[src/rtl/cpu_types_pkg.sv]
// Shared CPU types: machine word and memory arbiter FSM state.
package cpu_types_pkg;

  typedef logic [31:0] word_t;

  typedef enum logic [1:0] {
    IDLE = 2'd0,
    IACC = 2'd1,
    DACC = 2'd2
  } arb_state_t;

  localparam int STARVE_W = 4;

endpackage

[src/rtl/arb_starve_ctr.sv]
// Saturating count of data grants that passed over a waiting fetch.
module arb_starve_ctr
  import cpu_types_pkg::*;
#(
  parameter int STARVE_MAX = 4
) (
  input  logic CLK,
  input  logic nRST,
  input  logic inc,
  input  logic clr,
  output logic sat_out
);

  localparam logic [STARVE_W-1:0] MAX = STARVE_W'(STARVE_MAX);

  logic [STARVE_W-1:0] cnt_q, cnt_d;

  always_comb begin
    cnt_d = cnt_q;
    if (clr)
      cnt_d = '0;
    else if (inc && cnt_q != MAX)
      cnt_d = cnt_q + 1'b1;
  end

  always_ff @(posedge CLK or negedge nRST) begin
    if (!nRST)
      cnt_q <= '0;
    else
      cnt_q <= cnt_d;
  end

  assign sat_out = (cnt_q == MAX);

endmodule

[src/rtl/mem_arbiter.sv]
// Shares one RAM port between fetch and data; data wins unless fetch starves.
// Define MEM_ARBITER_PERF_EN to add istall_cnt/dstall_cnt stall counters.
module mem_arbiter
  import cpu_types_pkg::*;
#(
  parameter int STARVE_MAX = 4
) (
  input  logic  CLK,
  input  logic  nRST,
  input  logic  iREN,
  input  word_t iaddr,
  output logic  ihit,
  output word_t iload,
  input  logic  dREN,
  input  logic  dWEN,
  input  word_t daddr,
  input  word_t dstore,
  output logic  dhit,
  output word_t dload,
  input  logic  halt,
  output logic  ramREN,
  output logic  ramWEN,
  output word_t ramaddr,
  output word_t ramstore,
  input  word_t ramload,
  input  logic  ramready
`ifdef MEM_ARBITER_PERF_EN
  ,
  output word_t istall_cnt,
  output word_t dstall_cnt
`endif
);

  arb_state_t state_q;
  word_t      addr_q;
  word_t      data_q;
  logic       wr_q;

  logic dreq, ireq, idle, sat;
  logic grant_i, grant_d;
  logic cnt_inc, cnt_clr;

  assign dreq = dREN | dWEN;
  assign ireq = iREN & ~halt;
  assign idle = (state_q == IDLE);

  assign grant_i = idle & ireq & (~dreq | sat);
  assign grant_d = idle & dreq & ~grant_i;

  // Skipped fetches are counted against iREN, not ireq, so halt still ages it.
  assign cnt_inc = grant_d & iREN;
  assign cnt_clr = grant_i | (grant_d & ~iREN);

  arb_starve_ctr #(
    .STARVE_MAX(STARVE_MAX)
  ) u_starve (
    .CLK    (CLK),
    .nRST   (nRST),
    .inc    (cnt_inc),
    .clr    (cnt_clr),
    .sat_out(sat)
  );

  always_ff @(posedge CLK or negedge nRST) begin
    if (!nRST) begin
      state_q <= IDLE;
      addr_q  <= '0;
      data_q  <= '0;
      wr_q    <= 1'b0;
    end else begin
      unique case (state_q)
        IDLE: begin
          if (grant_i) begin
            state_q <= IACC;
            addr_q  <= iaddr;
            wr_q    <= 1'b0;
          end else if (grant_d) begin
            state_q <= DACC;
            addr_q  <= daddr;
            data_q  <= dstore;
            wr_q    <= dWEN;
          end
        end
        IACC: if (ramready) state_q <= IDLE;
        DACC: if (ramready) state_q <= IDLE;
        default: state_q <= IDLE;
      endcase
    end
  end

  logic in_i, in_d;

  assign in_i = (state_q == IACC);
  assign in_d = (state_q == DACC);

  assign ramREN   = in_i | (in_d & ~wr_q);
  assign ramWEN   = in_d & wr_q;
  assign ramaddr  = (in_i | in_d) ? addr_q : '0;
  assign ramstore = in_d ? data_q : '0;

  assign ihit  = in_i & ramready;
  assign iload = ihit ? ramload : '0;
  assign dhit  = in_d & ramready;
  assign dload = (dhit & ~wr_q) ? ramload : '0;

`ifdef MEM_ARBITER_PERF_EN
  word_t istall_q, dstall_q;

  always_ff @(posedge CLK or negedge nRST) begin
    if (!nRST) begin
      istall_q <= '0;
      dstall_q <= '0;
    end else begin
      if (iREN & ~ihit) istall_q <= istall_q + 1'b1;
      if (dreq & ~dhit) dstall_q <= dstall_q + 1'b1;
    end
  end

  assign istall_cnt = istall_q;
  assign dstall_cnt = dstall_q;
`endif

endmodule

[config.mk]
export PLATFORM = sky130hd
export DESIGN_NAME = mem_arbiter
export DESIGN_NICKNAME = d
export VERILOG_FILES = /design/src/rtl/cpu_types_pkg.sv /design/src/rtl/arb_starve_ctr.sv /design/src/rtl/mem_arbiter.sv
export SDC_FILE = /design/constraint.sdc
export NUM_CORES = 1
export LEC_CHECK = 0
export BUFFER_PORTS_ARGS = -buffer_cell sky130_fd_sc_hd__buf_4
export CORE_AREA = 2 2 104 106
export DETAILED_ROUTE_END_ITERATION = 8
export DIE_AREA = 0 0 106 108
export PLACE_DENSITY = 0.89
export SKIP_LAST_GASP = 1
export SLEW_MARGIN = 20
export SYNTH_ARGS = -nofsm -noshare
export SYNTH_HDL_FRONTEND = slang
export SYNTH_SLANG_ARGS = --single-unit
export TNS_END_PERCENT = 50
[constraint.sdc]
create_clock -name CLK -period 4.25 [get_ports CLK]
set_input_delay 0.425 -clock CLK [delete_from_list [all_inputs] [get_ports CLK]]
set_output_delay 0.425 -clock CLK [all_outputs]
set_load 0.03 [all_outputs]
Word-level counts from Yosys, hierarchy flattened
Index checks and enable logic that the tools add are counted.

Memory bits (read-only): 0. Bits in latches: 0. RAM bits: 0. Output and inout port bits: 132. Logic and storage cells: 56. Input bits: 135. Memories: 0. Register bits: 71.

Shift operators: 0. Eq/ne operators: 6. Bitwise gates (word level): 22. Muxes and demuxes: 14. Add/subtract/negate cells: 1. $lt $le $gt $ge: 0. $mul: 0. Div/mod/pow operators: 0. Reduce and logical (&&, ||, !) cells: 8.

Operators with widths (number): 2-to-1 mux 32 bit (6); AND 1 bit (12); 2-to-1 mux 4 bit (2); 2-to-1 mux 2 bit (3); NOT 1 bit (5); OR 1 bit (5); adder 4 x 1 -> 4 bit, second input constant (1); == test 4 x 3 -> 1 bit, second input constant (1); != test 4 x 3 -> 1 bit, second input constant (1); one-hot mux 2 bit (2 select lines) (1); AND reduction 2 bit (2); nonzero test 2 bit (2); != test 3 x 1 -> 1 bit, second input constant (1); AND reduction 3 bit (1); == test 2 x 1 -> 1 bit, second input constant (1); == test 2 bit, second input constant (1); zero test 2 bit (1); 2-to-1 mux 1 bit (2); != test 2 x 1 -> 1 bit, second input constant (1); OR reduction 2 bit (1); logical AND 1 bit (1).

Logic depth before layout (Yosys ltp)
Word-level depth: 10. Mapped depth: 7. Gate-level depth less buffers: 5.

By module
From an unflattened synthesis, not the netlist that was laid out.

Cells, all modules: 376. Area, all modules: 3946.3 µm².

By module, submodules not included: mem_arbiter (sequential area each 1676.6 µm², cells an instance 352, area each 3712.3 µm², times used 1); arb_starve_ctr (sequential area each 100.1 µm², cells an instance 24, area each 234.0 µm², times used 1).

Worst setup path before layout
OpenSTA, ideal clock, no wires.

Path type: reg2out. Start: reg state_q[0]. End: out dload[10]. Cell stages (with the launch flop): 6. Path slack: 2386 ps. Data arrival time: 1439 ps. Buffers on the path: 1. Cell sequence: dfrtp_1 > inv_1 > ha_1 > and3_1 > clkbuf_1 > and2_1.

Longest elaborated chain between the ends: 4.

Ends and longest elaborated chain: start: declaration (RTL line mem_arbiter.sv:34) `arb_state_t state_q;`; start signal: assignment (RTL line mem_arbiter.sv:66) `state_q <= IDLE;`; start signal: assignment (RTL line mem_arbiter.sv:74) `state_q <= IACC;`; start signal: assignment (RTL line mem_arbiter.sv:78) `state_q <= DACC;`; == test 2 bit (RTL line mem_arbiter.sv:94) `assign in_d = (state_q == DACC);`; AND 1 bit (RTL line mem_arbiter.sv:103) `assign dhit = in_d & ramready;`; AND 1 bit (RTL line mem_arbiter.sv:104) `assign dload = (dhit & ~wr_q) ? ramload : '0;`; 2-to-1 mux 32 bit (RTL line mem_arbiter.sv:104); end: declaration (RTL line mem_arbiter.sv:19) `output word_t dload,`.

Every way passes these cells.

Worst setup path in the final report
Start: reg state_q[0]. End: out dload[28].

Same word-level chain as after synthesis.

==> reports/results.txt <==
Outcome - complete, no violations
CTS Buffer Depth - 2
Vias - 4009
Antenna-violating nets left - 0
RSZ-0062 raised after global routing - no
Core Footprint - 10200 um^2
First-pass GRT wire length - 20100 um
Routed WL - 13100 um
Clock Skews - 0.00877 ns
Crit-path leading delay family - simple AND/OR/NAND/NOR gates
CP cell instances - inv_1, ha_1, and3_1, and2_1, buf_4
Ys async rst share - 100%
Initial core utilization - 40.3%
Synthesized area per cell - 10.9 um^2
Final Util - 62.5%
DIE AREA - 11400 um^2
Met3 WL post-DR - 929 um
Clock Sink Count - 71
CTS H-tree lvls - 3
Setup Fix Bufs, Post-CTS - 0
Max Clk Rate - 400 MHz
Top Metal Used - met4
FP Rows - 37
DRC - 0
Wirelength per Cell - 17.1 um
Post-synthesis sequential area ratio - 43.1%
Ports - 267
Share of the synthesized area in the top cell type - 43.1%
Hold Path Class - in -> async
Startpoint Class - flop
Count of unique library cells instantiated by Yosys - 32
Area leader, netlist - dfrtp_1
Number of global-route vias before repair - 3981
1st-pass router iterations - 4
EDFF count, synth - 0
Post-cts repair resize count - 0
Setup CP Type - reg -> out
Gr ovfl total - 0
Fill cells - 849
Die Wd - 106 um
Met2 WL - 7190 um
Pleak - 0.00351 uW
Largest net degree at the start of global routing - 72
Post-synth top cells - and2_1 (100), dfrtp_1 (71), and3_1 (34)
Final setup viols - 0
Crit path from - state_q[0]
Buf+Inv Stages, Crit Path - 2
Gate Count Post-Synth - 379
Hold_buf cts - 0
CTS tree - yes
Pwr per Cell Area - 679 nW/um^2
Slew margin rel. - 32.1%
Hpwl dp - 9890 um
Layout cell share with drive strength beyond 1 - 50.9%
Avg Vias per Cell - 5.22
Crit path DAT - 2.07 ns
GRT Resource Usage Total - 22.3%
Starting DRC count in detailed routing - 248
Critical R2R Launch - u_starve.cnt_q[0]
Measured slew at the worst slew-check pin - 1.02 ns
Most common cell in the netlist - and2_1
Fin. Hold Viols - 0
Clock Latency Late Sink - 0.34 ns
GP Congestion - 0.881
Setup crit end kind - output port
Seq cells post-synth - 71
Slowest CP cell - and3_1
Root Driver - clkbuf_8
Final nets - 764
Total of max-cap violations - 0
Most common flop cell mapped by yosys - dfrtp_1
Synthesized net count - 519
Clock transition at the registers of the reported paths - 0.08 ns
Synthesis Warnings - 0
Synthesis-to-layout area growth - 54.9%
Post-synthesis cell area - 4130 um^2
Final Max Tran Viols - 0
Initial antenna violation count - 2
Setup TNS - 0 ns
CP max FO - 32
Wl on met1 - 4730 um
Largest cells by area after synthesis - dfrtp_1 (43%), and2_1 (15%), mux2_2 (8.2%)
Worst VDD drop - 0.000389 V
Minimum clock period - 2.50 ns
Req. time, crit path - 3.83 ns
Num CTS Buffers - 9
Biggest cell delay along the critical path - 0.65 ns
Port Buf Inserts - 266
Final Cycle Share - 58.8%
Chip Height - 108 um
metrics by stage:
step / hold WS (ns) / cells / power (uW) / instance area (um^2) / setup slack [ns]
global route: 0.266 / 766 / 4600 / 6390 / 1.53
finish: 0.187 / 768 / 4340 / 6390 / 1.75
global placement: 0.468 / 749 / 3590 / 6120 / 1.95
floorplan: 0.129 / 379 / 2820 / 4130 / 2.39
CTS: 0.237 / 765 / 4380 / 6380 / 1.69
detailed placement: 0.473 / 749 / 3670 / 6120 / 1.84
logic make-up (layout without fill, tap and decap cells):
family / count (synthesis) / in the layout / synth area share [%]
other cells: 0 / 3 / 0
buf+inv: 43 / 293 / 5.46
fa+ha+maj: 5 / 5 / 1.52
compound gates: 82 / 82 / 19.0
flops: 71 / 71 / 43.1
mux: 32 / 32 / 8.74
simple gates: 146 / 146 / 22.2
flip-flops by register name (all words and copies together), names as in the netlist:
signal,cells
addr_q,32
data_q,32
state_q,2
u_starve.cnt_q,4
wr_q,1
path summary, 6_finish.rpt:
check | endpoint | slack, ns | cells after the start
min in group CLK | addr_q[25] | 0.31 | 2
worst min register to register | data_q[16] | 0.49 | 1
worst max register to register | data_q[20] | 2.03 | 5
worst min-delay path | data_q[15] | 0.19 | 1
worst max-delay path | dload[28] | 1.75 | 5
max in group asynchronous | u_starve.cnt_q[0] | 3.43 | 1
layer usage:
layer	GRT usage [%]	up-vias
met1	24.5	1931
met2	42.3	192
li1	-	1866
met3	4.82	20
met5	0	-
met4	8.46	0
final cells by class:
type,instances,area [um^2],share of cell area (%)
multi-input cells,265,2120,33.2
repair buffers,270,2030,31.7
flip-flops and latches,71,1780,27.8
well taps,136,170,2.66
clock inverters,7,135,2.11
clock buffers,9,124,1.94
inverters,7,26.3,0.411
diodes,3,7.51,0.117
placed cells by master, fill, tap and decap left out, types with 4 or more instances in the layout:
| master | instances |
|---|---|
| bufinv_16 | 4 |
| inv_1 | 7 |
| dfrtp_1 | 71 |
| and2_1 | 100 |
| o211a_1 | 33 |
| clkbuf_8 | 9 |
| buf_4 | 270 |
| ha_1 | 5 |
| mux2_2 | 30 |
| and3_1 | 34 |
| a221o_1 | 32 |
power breakdown:
part	switching, uW	leakage, uW	internal [uW]
sequential	173	0.000856	1000
combinational	1410	0.00252	1060
clock	252	0.000133	446
total	1830	0.00351	2510
(Power assumes the default switching activity.)
